## src/rtl/pattern_defs_pkg.sv

```systemverilog
// Shared definitions for the 1011 pattern-detector chain: serial source
// state encodings, the default word width and the detector's target sequence.
package pattern_defs_pkg;

  localparam logic [1:0] ST_IDLE  = 2'd0;
  localparam logic [1:0] ST_SHIFT = 2'd1;
  localparam logic [1:0] ST_PAR   = 2'd2;

  localparam int DEFAULT_WIDTH = 8;

  localparam logic [3:0] PD_SEQ = 4'b1011;

endpackage

```

## src/rtl/ser_hold_buf.sv

```systemverilog
// Single-entry word register with a full flag. A write fills it and a read
// empties it; the source only writes while empty and only reads while full,
// so the two strobes never collide.
module ser_hold_buf
  import pattern_defs_pkg::*;
#(
  parameter int WIDTH = DEFAULT_WIDTH
) (
  input  logic             clk,
  input  logic             reset,
  input  logic             wr,
  input  logic             rd,
  input  logic [WIDTH-1:0] wr_data,
  output logic [WIDTH-1:0] rd_data,
  output logic             full
);

  logic [WIDTH-1:0] data;

  // Capture a word on write, release the entry on read; reset empties it.
  always_ff @(posedge clk or negedge reset) begin
    if (!reset) begin
      data <= '0;
      full <= 1'b0;
    end else if (wr) begin
      data <= wr_data;
      full <= 1'b1;
    end else if (rd) begin
      full <= 1'b0;
    end
  end

  assign rd_data = data;

endmodule

```

## src/rtl/serial_bit_source.sv

```systemverilog
// Parallel-in/serial-out feeder: accepts WIDTH-bit words on a valid/ready
// handshake, buffers one word ahead and emits each word MSB-first with
// per-bit valid/ready. Optional macro SER_PARITY_EN appends an even-parity
// bit after every word; without it each word is exactly WIDTH bit slots.
module serial_bit_source
  import pattern_defs_pkg::*;
#(
  parameter int WIDTH = DEFAULT_WIDTH,
  parameter int CNT_W = 16
) (
  input  logic             clk,
  input  logic             reset,
  input  logic [WIDTH-1:0] in_word,
  input  logic             in_valid,
  output logic             in_ready,
  output logic             ser_bit,
  output logic             ser_valid,
  input  logic             ser_ready,
  output logic             ser_last,
  output logic [CNT_W-1:0] words_sent
);

  localparam int CW = $clog2(WIDTH);
  localparam logic [CW-1:0] LAST_CNT = CW'(WIDTH - 1);

  logic [1:0]       state;
  logic [WIDTH-1:0] shifter;
  logic [CW-1:0]    cnt;

  logic             hold_full;
  logic             hold_wr;
  logic             hold_rd;
  logic [WIDTH-1:0] hold_data;

  logic             accept;
  logic             fire;
  logic             last_fire;
  logic             load_direct;
  logic             load_any;
  logic [WIDTH-1:0] load_word;

  // The hold register is the only thing that can refuse a word, so readiness
  // is a pure register output.
  assign in_ready  = ~hold_full;
  assign accept    = in_valid & in_ready;

  assign ser_valid = (state == ST_SHIFT) | (state == ST_PAR);
  assign fire      = ser_valid & ser_ready;
  assign last_fire = fire & ser_last;

  // A word bypasses the hold register when the shifter is free to take it:
  // either nothing is being sent, or the current word finishes this cycle.
  assign load_direct = (state == ST_IDLE) | last_fire;
  assign hold_wr     = accept & ~load_direct;
  assign hold_rd     = last_fire & hold_full;
  assign load_any    = (accept & load_direct) | hold_rd;
  assign load_word   = hold_rd ? hold_data : in_word;

  ser_hold_buf #(.WIDTH(WIDTH)) u_hold (
    .clk     (clk),
    .reset   (reset),
    .wr      (hold_wr),
    .rd      (hold_rd),
    .wr_data (in_word),
    .rd_data (hold_data),
    .full    (hold_full)
  );

`ifdef SER_PARITY_EN
  logic parity;

  // Even parity of the word is latched when it enters the shifter, since the
  // shifter no longer holds all data bits by the time the parity slot arrives.
  always_ff @(posedge clk or negedge reset) begin
    if (!reset) begin
      parity <= 1'b0;
    end else if (load_any) begin
      parity <= ^load_word;
    end
  end

  assign ser_last = (state == ST_PAR);
  assign ser_bit  = (state == ST_SHIFT) ? shifter[WIDTH-1] :
                    (state == ST_PAR)   ? parity : 1'b0;
`else
  assign ser_last = (state == ST_SHIFT) && (cnt == LAST_CNT);
  assign ser_bit  = (state == ST_SHIFT) ? shifter[WIDTH-1] : 1'b0;
`endif

  // Word sequencing: load new words, advance one bit per consumed slot and
  // chain straight into the next word without a bubble when one is waiting.
  always_ff @(posedge clk or negedge reset) begin
    if (!reset) begin
      state   <= ST_IDLE;
      shifter <= '0;
      cnt     <= '0;
    end else if (load_any) begin
      state   <= ST_SHIFT;
      shifter <= load_word;
      cnt     <= '0;
    end else if (last_fire) begin
      state <= ST_IDLE;
`ifdef SER_PARITY_EN
    end else if (fire && (state == ST_SHIFT) && (cnt == LAST_CNT)) begin
      state <= ST_PAR;
`endif
    end else if (fire && (state == ST_SHIFT)) begin
      shifter <= {shifter[WIDTH-2:0], 1'b0};
      cnt     <= cnt + CW'(1);
    end
  end

  // Count completed words, sticking at all-ones rather than wrapping.
  always_ff @(posedge clk or negedge reset) begin
    if (!reset) begin
      words_sent <= '0;
    end else if (last_fire && (words_sent != {CNT_W{1'b1}})) begin
      words_sent <= words_sent + CNT_W'(1);
    end
  end

endmodule
```

## config.mk

```make
export PLATFORM = sky130hd
export DESIGN_NAME = serial_bit_source
export DESIGN_NICKNAME = d
export VERILOG_FILES = /design/src/rtl/pattern_defs_pkg.sv /design/src/rtl/ser_hold_buf.sv /design/src/rtl/serial_bit_source.sv
export SDC_FILE = /design/constraint.sdc
export NUM_CORES = 1
export LEC_CHECK = 0
export CAP_MARGIN = 25
export CORE_ASPECT_RATIO = 1.75
export CORE_MARGIN = 10
export CORE_UTILIZATION = 48
export DETAILED_ROUTE_END_ITERATION = 8
export GPL_ROUTABILITY_DRIVEN = 0
export GPL_TIMING_DRIVEN = 0
export HOLD_SLACK_MARGIN = 0.06
export PLACE_DENSITY_LB_ADDON = 0.05
export SKIP_LAST_GASP = 1
export SYNTH_ARGS = -nofsm -noshare
export SYNTH_HDL_FRONTEND = slang
export SYNTH_SLANG_ARGS = --single-unit
```

## constraint.sdc

```tcl
create_clock -name clk -period 2.15 [get_ports clk]
set_input_delay 0.3225 -clock clk [delete_from_list [all_inputs] [get_ports clk]]
set_output_delay 0.3225 -clock clk [all_outputs]
set_load 0.01 [all_outputs]
```

==> flow_summary_export.csv, run 1 <==
group,metric,value,unit
sta,grt_setup_unrepaired,"no",
detailed_routing,drt_iter0_drc,57,
detailed_routing,final_antenna_net_count,0,
clocking,htree_num_levels,2,
synth,synth_nets,177,
worst_hold_path,hp-class,"input port to asynchronous set/reset pin",
worst_setup_path,cp_data_required_time,2.32,ns
power_and_ir_drop,power_leakage,0.001153,uW
synth,synth.avg_cell_area,11.38,um2
clocking,cts_hold_buf,0,
clocking,cts_sinks,37,
flow_run,drv_cap,0,
die,initial_core_util,0.5029,
worst_setup_path,cp_max_fo,9,
worst_setup_path,path_class,"flip-flop to flip-flop",
detailed_routing,drc_errors,0,
power_and_ir_drop,comb_power_share,0.033,
final_layout,finalNetCount,215,
sta,final-setup-viol-count,0,
synth,synth_edf_count,0,
detailed_routing,firstDrtPassIters,4,
synth,synth.top_cell.area_share,0.5024,
die,rows,29,
grt,antenna_found_initial,0,
synth,synth_cell_types,36,
final_layout,drive_above_1_share,0.1692,
synth,synth_warnings,0,
sta,hold_viol,0,
detailed_routing,via_per_inst,5.951,
power_and_ir_drop,p_int,937.2,uW
detailed_routing,routedWlPerCell,17.96,um
power_and_ir_drop,p_sw,269.7,uW
detailed_routing,routed-via-count,1470,
die,num_io_pins,32,
clocking,post_cts_buffers,0,
grt,grt_pass1_vias,1549,
sta,slew_headroom,0.4497,
sta,skew,0.007049,ns
sta,drv_slew,0,
synth,ys_async_sr_fraction,1.000,
placed_design,portBuffers,31,
worst_setup_path,cp-start-kind,"flip-flop",
synth,netlist_instances,162,
grt,grt_max_degree,38,
power_and_ir_drop,p_per_area,526.0,nW/um2
synth,synth-seq-cells,37,
sta,worst_pin_slew,0.8255,ns
power_and_ir_drop,clkPwrFrac,0.391,
synth,synth_area,1843,um2
placed_design,dpl_cell_area,2206,um2
final_layout,diodes,0,
placed_design,place_hpwl,3.266,mm
power_and_ir_drop,ir_drop,0.4284,mV
sta,fmax,0.4931,GHz
synth,synth_flop_cell,"dfrtp_1",
final_layout,n_fill_cell,296,
grt,grt_util_all_layers,0.1344,
synth,synth_top_cell_by_area,"dfrtp_1",
power_and_ir_drop,netSwitchingFraction,0.2235,
die,die_area,6816,um2
synth,synth_seq_area_share,0.5024,
final_layout,stdcell_count,247,
sta,min_period,2.028,ns
die,die_h,102.0,um
clocking,clkLatencyLatePin,0.29,ns
worst_setup_path,end_kind,"flip-flop",
placed_design,dpl.cell_count,239,
die,design.core.area,3665,um2
grt,grt.overflow.total,0,
clocking,clockBufferDepth,2,
clocking,cts_resized,0,
grt,grt_pass1_wl,7.182,mm
clocking,cts_tree,"yes",
outcome,status,"complete, no violations",
final_layout,design_area,2295,um2
synth,yosysMostFrequentCell,"dfrtp_1",
power_and_ir_drop,p_seq_frac,0.576,
die,die_w,66.84,um
clocking,root_buffer,"clkbuf_8",
worst_setup_path,cp.arrival,2.20,ns
clocking,numCtsBuffers,5,
detailed_routing,wirelength,4.437,mm
clocking,clk_pin_slew_worst_paths,0.07,ns
sta,hold_ws,0.1231,ns
final_layout,syn2layout_area_growth,24.51,%
synth,synth_area_leaders,"dfrtp_1 50%, xor2_1 5.7%, mux2_2 4.9%",
sta,fin_crit_sh,0.9432,
synth,ys_top_cells_by_count,"37 x dfrtp_1, 15 x nand2_1, 12 x xor2_1",
## layer usage
layer,global-route usage,up-vias,wire length (um),part of all wire
met5,0,-,0,0
met4,0.07131,0,147,0.033
met3,0.04272,18,233,0.053
met2,0.2405,40,2417,0.54
met1,0.1312,742,1638,0.37
li1,-,670,-,-
## worst max-delay path: stages (launching register included)
cell and delay [ns]:
dfrtp_1 0.40, ha_1 0.21, ha_1 0.22, and2_1 0.17, nand2_2 0.19, nand4_2 0.34
mux2_2 0.38
## power by group through the flow
stage,Combinational (uW),Sequential (uW),Clock [uW]
global route,44.1,695,516
finish,39.9,695,472
CTS,41.0,695,492
detailed placement,40.6,709,0
global placement,40.4,709,0
floorplan,3.01,709,0
## per-stage QoR
stage | utilization | setup TNS (ns) | total power [uW] | setup slack, ns
6_report | 0.6262 | 0 | 1207 | 0.1221
5_1_grt | 0.6262 | 0 | 1255 | 0.04556
4_1_cts | 0.6255 | 0 | 1228 | 0.03320
3_5_place_dp | 0.6019 | 0 | 749.7 | 0.1292
3_3_place_gp | 0.6033 | -1.942 | 749.6 | -0.05463
2_1_floorplan | - | 0 | 712.3 | 0.3748
## final cells by class
class	instances	area, um2	share of cell area
repair buffers	31	307.8	0.1341
inverters	2	7.507	0.003272
flip-flops and latches	37	925.9	0.4035
clock inverters	3	17.52	0.007634
multi-input cells	118	884.6	0.3855
well taps	46	57.56	0.02508
clock buffers	5	68.82	0.02999
plain buffers	5	25.02	0.01091
## kinds of logic (layout without fill, tap and decap cells)
kind of cell,after synthesis,count (layout),share of synthesized area
compound gates,22,22,0.08622
fa+ha+maj,3,3,0.02037
buf+inv,7,46,0.01765
mux,13,13,0.07875
simple gates,66,66,0.2281
flops,37,37,0.5024
xor+xnor,14,14,0.06653
## final timing paths
| path | start | to | slack [ns] | cells after the start |
|---|---|---|---|---|
| setup / recovery | cnt[0] | u_hold.rd_data[1] | 0.12 | 6 |
| hold / removal | reset | u_hold.rd_data[6] | 0.12 | 1 |
| setup reg to reg | cnt[0] | u_hold.rd_data[1] | 0.12 | 6 |
| hold reg to reg | words_sent[15] | words_sent[15] | 0.51 | 1 |
| max in group asynchronous | reset | words_sent[13] | 1.50 | 1 |
| min in group clk | words_sent[15] | words_sent[15] | 0.51 | 1 |
## state kept, by name (all words and copies together), names as in the netlist
name and cells:
shifter 8, state 1, u_hold.rd_data 8, words_sent 16, u_hold.full 1, cnt 3
## cell usage in the layout (no fill, tap or decap), types with 2 or more instances in the layout
cell and count:
dfrtp_1 37, clkdlybuf4s50_1 29, nand2_1 15, xor2_1 12, nand3_1 11, a21oi_1 9
nor2_1 8, mux2_2 8, buf_2 6, a221o_1 6, nor4_1 5, nor3_1 5
clkbuf_8 5, mux2i_1 4, and3_1 3, nand4_1 3, nand4_4 3, ha_1 3
and2_1 2, inv_1 2, nor2_2 2, xnor2_1 2, o21ai_0 2, clkinv_2 2
No activity file was read; power rests on OpenSTA's default activity.
==> run 2, diff against run 1 <==
--- a/config.mk
+++ b/config.mk
@@ -15,6 +15,7 @@
 export HOLD_SLACK_MARGIN = 0.06
 export PLACE_DENSITY_LB_ADDON = 0.05
 export SKIP_LAST_GASP = 1
+export SLEW_MARGIN = 10
 export SYNTH_ARGS = -nofsm -noshare
 export SYNTH_HDL_FRONTEND = slang
 export SYNTH_SLANG_ARGS = --single-unit
==> results of run 2 <==
Same layout as run 1: the final DEF is identical, and so are final timing and power.
==> run 3, diff against run 2 <==
--- a/config.mk
+++ b/config.mk
@@ -9,6 +9,7 @@
 export CORE_ASPECT_RATIO = 1.75
 export CORE_MARGIN = 10
 export CORE_UTILIZATION = 48
+export CTS_CLUSTER_SIZE = 20
 export DETAILED_ROUTE_END_ITERATION = 8
 export GPL_ROUTABILITY_DRIVEN = 0
 export GPL_TIMING_DRIVEN = 0
==> results of run 3 <==
Same layout as run 1: the final DEF is identical, and so are final timing and power.
